--- config.mk ---
export PLATFORM = sky130hd
export DESIGN_NAME = hazard_scoreboard
export DESIGN_NICKNAME = d
export VERILOG_FILES = /design/src/rtl/hazard_pkg.sv /design/src/rtl/hazard_sb_entry.sv /design/src/rtl/hazard_scoreboard.sv
export SDC_FILE = /design/constraint.sdc
export NUM_CORES = 1
export LEC_CHECK = 0
export CORE_MARGIN = 2
export CORE_UTILIZATION = 40
export CTS_CLUSTER_SIZE = 30
export DETAILED_ROUTE_END_ITERATION = 8
export PLACE_DENSITY = 0.71
export SLEW_MARGIN = 20
export SYNTH_ARGS = -nofsm -noshare
export SYNTH_HDL_FRONTEND = slang
export SYNTH_SLANG_ARGS = --single-unit
--- constraint.sdc ---
create_clock -name clk -period 4.2 [get_ports clk]
set_input_delay 0.84 -clock clk [delete_from_list [all_inputs] [get_ports clk]]
set_output_delay 0.84 -clock clk [all_outputs]
set_load 0.01 [all_outputs]
--- src/rtl/hazard_pkg.sv ---
// Shared constants for the hazard scoreboard slice.
//   fwd_sel_e        : forwarding mux select encodings.
//   REGADDR_W_DEF    : default register address width.
//   LAT_W_DEF        : default latency countdown width.
// Optional feature macro used by hazard_scoreboard: HAZ_PERF_CNT_EN.
package hazard_pkg;

  localparam int unsigned REGADDR_W_DEF = 4;
  localparam int unsigned LAT_W_DEF     = 3;
  localparam int unsigned PERF_W        = 32;

  typedef enum logic [1:0] {
    FWD_NONE  = 2'b00,
    FWD_WB    = 2'b01,
    FWD_EXMEM = 2'b10,
    FWD_LU    = 2'b11
  } fwd_sel_e;

endpackage

--- src/rtl/hazard_sb_entry.sv ---
// One scoreboard entry: a countdown of cycles until the register's result is forwardable.
//   clk, rst_n : clock, asynchronous active-low reset
//   load       : load load_val (takes priority over the decrement)
//   load_val   : issue latency to load
//   cnt        : current countdown value
//   busy       : cnt is nonzero
module hazard_sb_entry
  import hazard_pkg::*;
#(
  parameter int unsigned LAT_WIDTH = LAT_W_DEF
) (
  input  logic                 clk,
  input  logic                 rst_n,
  input  logic                 load,
  input  logic [LAT_WIDTH-1:0] load_val,
  output logic [LAT_WIDTH-1:0] cnt,
  output logic                 busy
);

  // Load wins over decrement; an idle entry sits at zero.
  always_ff @(posedge clk or negedge rst_n) begin
    if (!rst_n) begin
      cnt <= '0;
    end else if (load) begin
      cnt <= load_val;
    end else if (cnt != '0) begin
      cnt <= cnt - LAT_WIDTH'(1);
    end
  end

  assign busy = (cnt != '0);

endmodule

--- src/rtl/hazard_scoreboard.sv ---
// EX-stage operand forwarding plus per-register latency scoreboard, between ID and EX.
//   issue_*            : instruction presented in ID (dest, latency, sources)
//   flush              : squash the ID instruction this cycle
//   ex_mem_*, lu_*, wb_*: result producers visible for forwarding
//   id_ex_rs/rt        : EX-stage source registers
//   stall              : hold PC and IF/ID, bubble ID/EX (combinational)
//   forwardA/forwardB  : operand source selects (combinational, fwd_sel_e)
//   stall_cnt          : stall-cycle counter when HAZ_PERF_CNT_EN is defined, else 0
module hazard_scoreboard
  import hazard_pkg::*;
#(
  parameter int unsigned REGADDR_WIDTH = REGADDR_W_DEF,
  parameter int unsigned NUM_REGS      = 2 ** REGADDR_WIDTH,
  parameter int unsigned LAT_WIDTH     = LAT_W_DEF
) (
  input  logic                     clk,
  input  logic                     rst_n,
  input  logic                     issue_valid,
  input  logic                     issue_reg_write,
  input  logic [REGADDR_WIDTH-1:0] issue_rd,
  input  logic [LAT_WIDTH-1:0]     issue_lat,
  input  logic                     issue_rs_used,
  input  logic                     issue_rt_used,
  input  logic [REGADDR_WIDTH-1:0] issue_rs,
  input  logic [REGADDR_WIDTH-1:0] issue_rt,
  input  logic                     flush,
  input  logic                     ex_mem_reg_write,
  input  logic [REGADDR_WIDTH-1:0] ex_mem_rd,
  input  logic                     lu_valid,
  input  logic [REGADDR_WIDTH-1:0] lu_rd,
  input  logic                     wb_reg_write,
  input  logic [REGADDR_WIDTH-1:0] wb_rd,
  input  logic [REGADDR_WIDTH-1:0] id_ex_rs,
  input  logic [REGADDR_WIDTH-1:0] id_ex_rt,
  output logic                     stall,
  output logic [1:0]               forwardA,
  output logic [1:0]               forwardB,
  output logic [PERF_W-1:0]        stall_cnt
);

  logic [NUM_REGS-1:0][LAT_WIDTH-1:0] pend;
  logic [NUM_REGS-1:0]                busy;
  logic                               load_en;
  logic                               raw_hit;
  logic                               waw_hit;

  // r0 is hardwired: never pending, never stalls.
  assign pend[0] = '0;
  assign busy[0] = 1'b0;

  for (genvar r = 1; r < NUM_REGS; r++) begin : g_entry
    hazard_sb_entry #(
      .LAT_WIDTH (LAT_WIDTH)
    ) u_entry (
      .clk      (clk),
      .rst_n    (rst_n),
      .load     (load_en && (issue_rd == REGADDR_WIDTH'(r))),
      .load_val (issue_lat),
      .cnt      (pend[r]),
      .busy     (busy[r])
    );
  end

  // Hazard detection from registered pend and current ID inputs.
  always_comb begin
    raw_hit = (issue_rs_used && busy[issue_rs]) || (issue_rt_used && busy[issue_rt]);
    waw_hit = issue_reg_write && (issue_rd != '0) && (pend[issue_rd] > issue_lat);
    stall   = issue_valid && !flush && (raw_hit || waw_hit);
    // Zero-latency results need no tracking; forwarding covers them.
    load_en = issue_valid && !stall && !flush && issue_reg_write &&
              (issue_rd != '0) && (issue_lat != '0);
  end

  // Forwarding priority: EX/MEM, then LU, then WB.
  function automatic logic [1:0] fwd_sel(input logic [REGADDR_WIDTH-1:0] src);
    logic [1:0] sel;
    sel = FWD_NONE;
    if (ex_mem_reg_write && (ex_mem_rd != '0) && (ex_mem_rd == src)) begin
      sel = FWD_EXMEM;
    end else if (lu_valid && (lu_rd != '0) && (lu_rd == src)) begin
      sel = FWD_LU;
    end else if (wb_reg_write && (wb_rd != '0) && (wb_rd == src)) begin
      sel = FWD_WB;
    end
    return sel;
  endfunction

  always_comb begin
    forwardA = fwd_sel(id_ex_rs);
    forwardB = fwd_sel(id_ex_rt);
  end

`ifdef HAZ_PERF_CNT_EN
  logic [PERF_W-1:0] stall_cnt_q;

  // Saturating count of stalled cycles.
  always_ff @(posedge clk or negedge rst_n) begin
    if (!rst_n) begin
      stall_cnt_q <= '0;
    end else if (stall && (stall_cnt_q != '1)) begin
      stall_cnt_q <= stall_cnt_q + PERF_W'(1);
    end
  end

  assign stall_cnt = stall_cnt_q;
`else
  assign stall_cnt = '0;
`endif

endmodule

==> impl_metrics.yaml <==
status:
  status: "complete, no violations"
sta:
  final_max_slew_viol_count: 0
  slew_headroom_pct: 58.11
  tightest_slew_ns: 0.6284
  finalHoldViolCount: 0
  fin_crit_ns: 4.131
  setup_viol: 0
  fmax_ghz: 0.2421
  period_share_pct: 98.36
  fin_worst_skew_ns: 0.008060
  rsz0062_at_grt: "false"
floorplanning:
  io_pins: 82
  core-area_mm2: 0.01132
  die_w_um: 111.4
  start_util_pct: 40.73
  num_rows: 39
  die_area_mm2: 0.01240
  die_h_um: 111.4
grt:
  track_usage_pct: 17.97
  grt_max_degree: 46
  grt_overflow: 0
  grt_pass1_wl_mm: 17.86
  grt_pass1_vias: 3534
  grt_antenna_before_repair: 0
worst_setup_path:
  slowest_stage: "mux4_2"
  critical_path.startpoint: "issue_rd[0]"
  rr_startpoint: "g_entry[6].u_entry.cnt[1]"
  crit_chain: "clkdlybuf4s15_1, bufbuf_16, mux4_2, mux4_2, inv_1, ha_1, a31oi_1, o21ai_2, a31oi_1, buf_2"
  r2r_slack_ns: 0.80
  r2r_cells: 11
  end_kind: "output pin"
  endpoint: "stall"
  criticalPathCategory: "in2out"
  crit_arrival_ns: 3.29
  worstSetupStartpointType: "input port"
  crit_fanout: 7
  r2r-end: "g_entry[13].u_entry.cnt[0]"
  critPathMaxStageDelay_ns: 0.51
  worst_ep_required_time_ns: 3.36
placed_design:
  gp_congestion: 0.9305
  post-dp-hpwl_mm: 8.602
  io_buffers: 49
finish:
  nets: 576
  largest_register: "g_entry.u_entry.cnt"
  diodes: 0
  reg.largest.list: "g_entry.u_entry.cnt (45)"
  drive_above_1_share_pct: 21.04
  final_util_pct: 48.43
  fill_cells: 1021
  syn_to_final_growth_pct: 18.91
  largest_register_ffs: 45
  multi_input_area_mm2: 0.003109
  seqCellArea_mm2: 0.001126
power_and_ir_drop:
  power_density_mw_per_mm2: 567.2
  finalPower_uw: 3110
  leakage_uw: 0.002620
  ir_drop_v: 0.0003802
clocking:
  clk_pin_slew_ns: 0.07
  root_buffer: "clkbuf_16"
  clk_path_buf_depth: 2
  cts_made_buffers: 5
  cts_tree: "yes"
  post_cts_buffers: 0
  clk_latency_ns: 0.30
  htreeDepth: 2
  clock_sinks: 45
hold_path:
  hold_path_class: "in2async"
route:
  wirelength_mm: 11.21
  route.detailed.drc: 0
  first_pass_iters: 4
  drt_iter0_markers: 276
  wl_per_cell_um: 17.45
  vias_per_cell: 5.301
  ant_nets: 0
  vias: 3403
synth:
  yosys.cell_count.top_type: "mux2i_1"
  yosysTopAreaCellShare_pct: 24.42
  netlist_area_mm2: 0.004611
  ys_ff_latch: 45
  async_reset_ff_share_pct: 100.0
  synth-edff-count: 0
  netlist_top_cells_count: "46 x mux2i_1, 45 x dfrtp_1, 37 x inv_1"
  yosys.area.top_type: "dfrtp_1"
  synth_cell_types: 49
  ys_top_cells_by_area: "dfrtp_1 24%, mux2i_1 10%, ha_1 9.0%"
  ys.flop_type: "dfrtp_1"
  synth.avg_cell_area_um2: 10.85
  synth_warnings: 0
  ys_seq_area_share_pct: 24.42
  syn_inst: 425
flow_run:
  max_cap_viol_count: 0
-- report_power, final --
group	internal [uW]	switching, uW
registers	676	225
clock network	221	180
logic	937	871
-- cells by family (layout without fill, tap and decap cells) --
| group | after synthesis | count (layout) | share of synthesized area, % |
|---|---|---|---|
| AOI/OAI and AO/OA | 42 | 42 | 6.486 |
| DFF | 45 | 45 | 24.42 |
| other | 1 | 32 | 0.08133 |
| and+or+nand+nor | 102 | 102 | 17.75 |
| muxes | 81 | 81 | 24.15 |
| buffers and inverters | 82 | 125 | 10.75 |
| adders and majority gates | 33 | 33 | 8.955 |
| xor gates and xnor gates | 39 | 39 | 7.408 |
-- per-layer routing --
metal	global-route usage [%]	part of all wire [%]	vias to the layer above	wire length, um
met5	0	0	-	0
met4	6.008	1.9	0	214
met3	2.940	7.1	19	801
met2	32.07	51	147	5667
met1	22.14	40	1653	4523
li1	-	-	1584	-
-- stage by stage --
step | setup TNS, ns | hold WS [ns] | instances | area [um^2] | setup slack [ns]
4_1_cts | 0 | 0.6469 | 641 | 5448 | 0.08392
3_5_place_dp | -4.413 | 0.6247 | 632 | 5278 | -0.6065
3_3_place_gp | -3.520 | 0.6169 | 632 | 5278 | -0.5238
5_1_grt | 0 | 0.6150 | 642 | 5483 | 0.008163
6_report | 0 | 0.5611 | 642 | 5483 | 0.06894
2_1_floorplan | 0 | 0.5444 | 456 | 4728 | 0.05398
-- layout by cell type, fill, tap and decap left out, drive strengths merged, types with 3 or more instances in the layout --
cell / instances
a21oi: 11
buf: 31
clkbuf: 7
clkdlybuf4s50: 45
conb: 32
dfrtp: 45
ha: 33
inv: 37
mux2: 17
mux2i: 46
mux4: 18
nand2: 23
nand2b: 21
nand4: 14
nand4b: 3
nor2: 15
nor3: 10
nor4: 9
o21ai: 19
xnor2: 23
xor2: 16
-- final cells by class --
class | count | area share (%)
Timing Repair Buffer | 80 | 14.33
Multi-Input combinational cell | 329 | 56.71
Inverter | 37 | 2.533
Tap cell | 143 | 3.263
Clock buffer | 6 | 2.351
Clock inverter | 2 | 0.2738
Sequential cell | 45 | 20.54
-- worst min path at each step --
stage,from,end,slack [ns]
2_1_floorplan,rst_n,g_entry[10].u_entry.cnt[0],0.54
3_3_place_gp,g_entry[9].u_entry.cnt[1],g_entry[9].u_entry.cnt[1],0.62
3_5_place_dp,g_entry[9].u_entry.cnt[1],g_entry[9].u_entry.cnt[1],0.62
4_1_cts,g_entry[1].u_entry.cnt[1],g_entry[1].u_entry.cnt[1],0.65
5_1_grt,rst_n,g_entry[11].u_entry.cnt[2],0.61
6_report,rst_n,g_entry[11].u_entry.cnt[2],0.56
-- critical path: cells and delay by family --
kind / cells / cell delay [ns]
AO/OA/AOI/OAI: 3 / 0.43
buffers and inverters: 4 / 0.81
multiplexers: 2 / 0.99
adder cells (fa/ha/maj): 1 / 0.22
-- repair_timing --
| action | 4_1_cts | 5_1_grt |
|---|---|---|
| gates cloned | 1 | 1 |
| hold buffers | 0 | 0 |
| pin swaps | 1 | 0 |
| gates resized for setup | 5 | 3 |
| setup endpoints to repair | 10 | 1 |
Power figures use the tool's default switching activity.
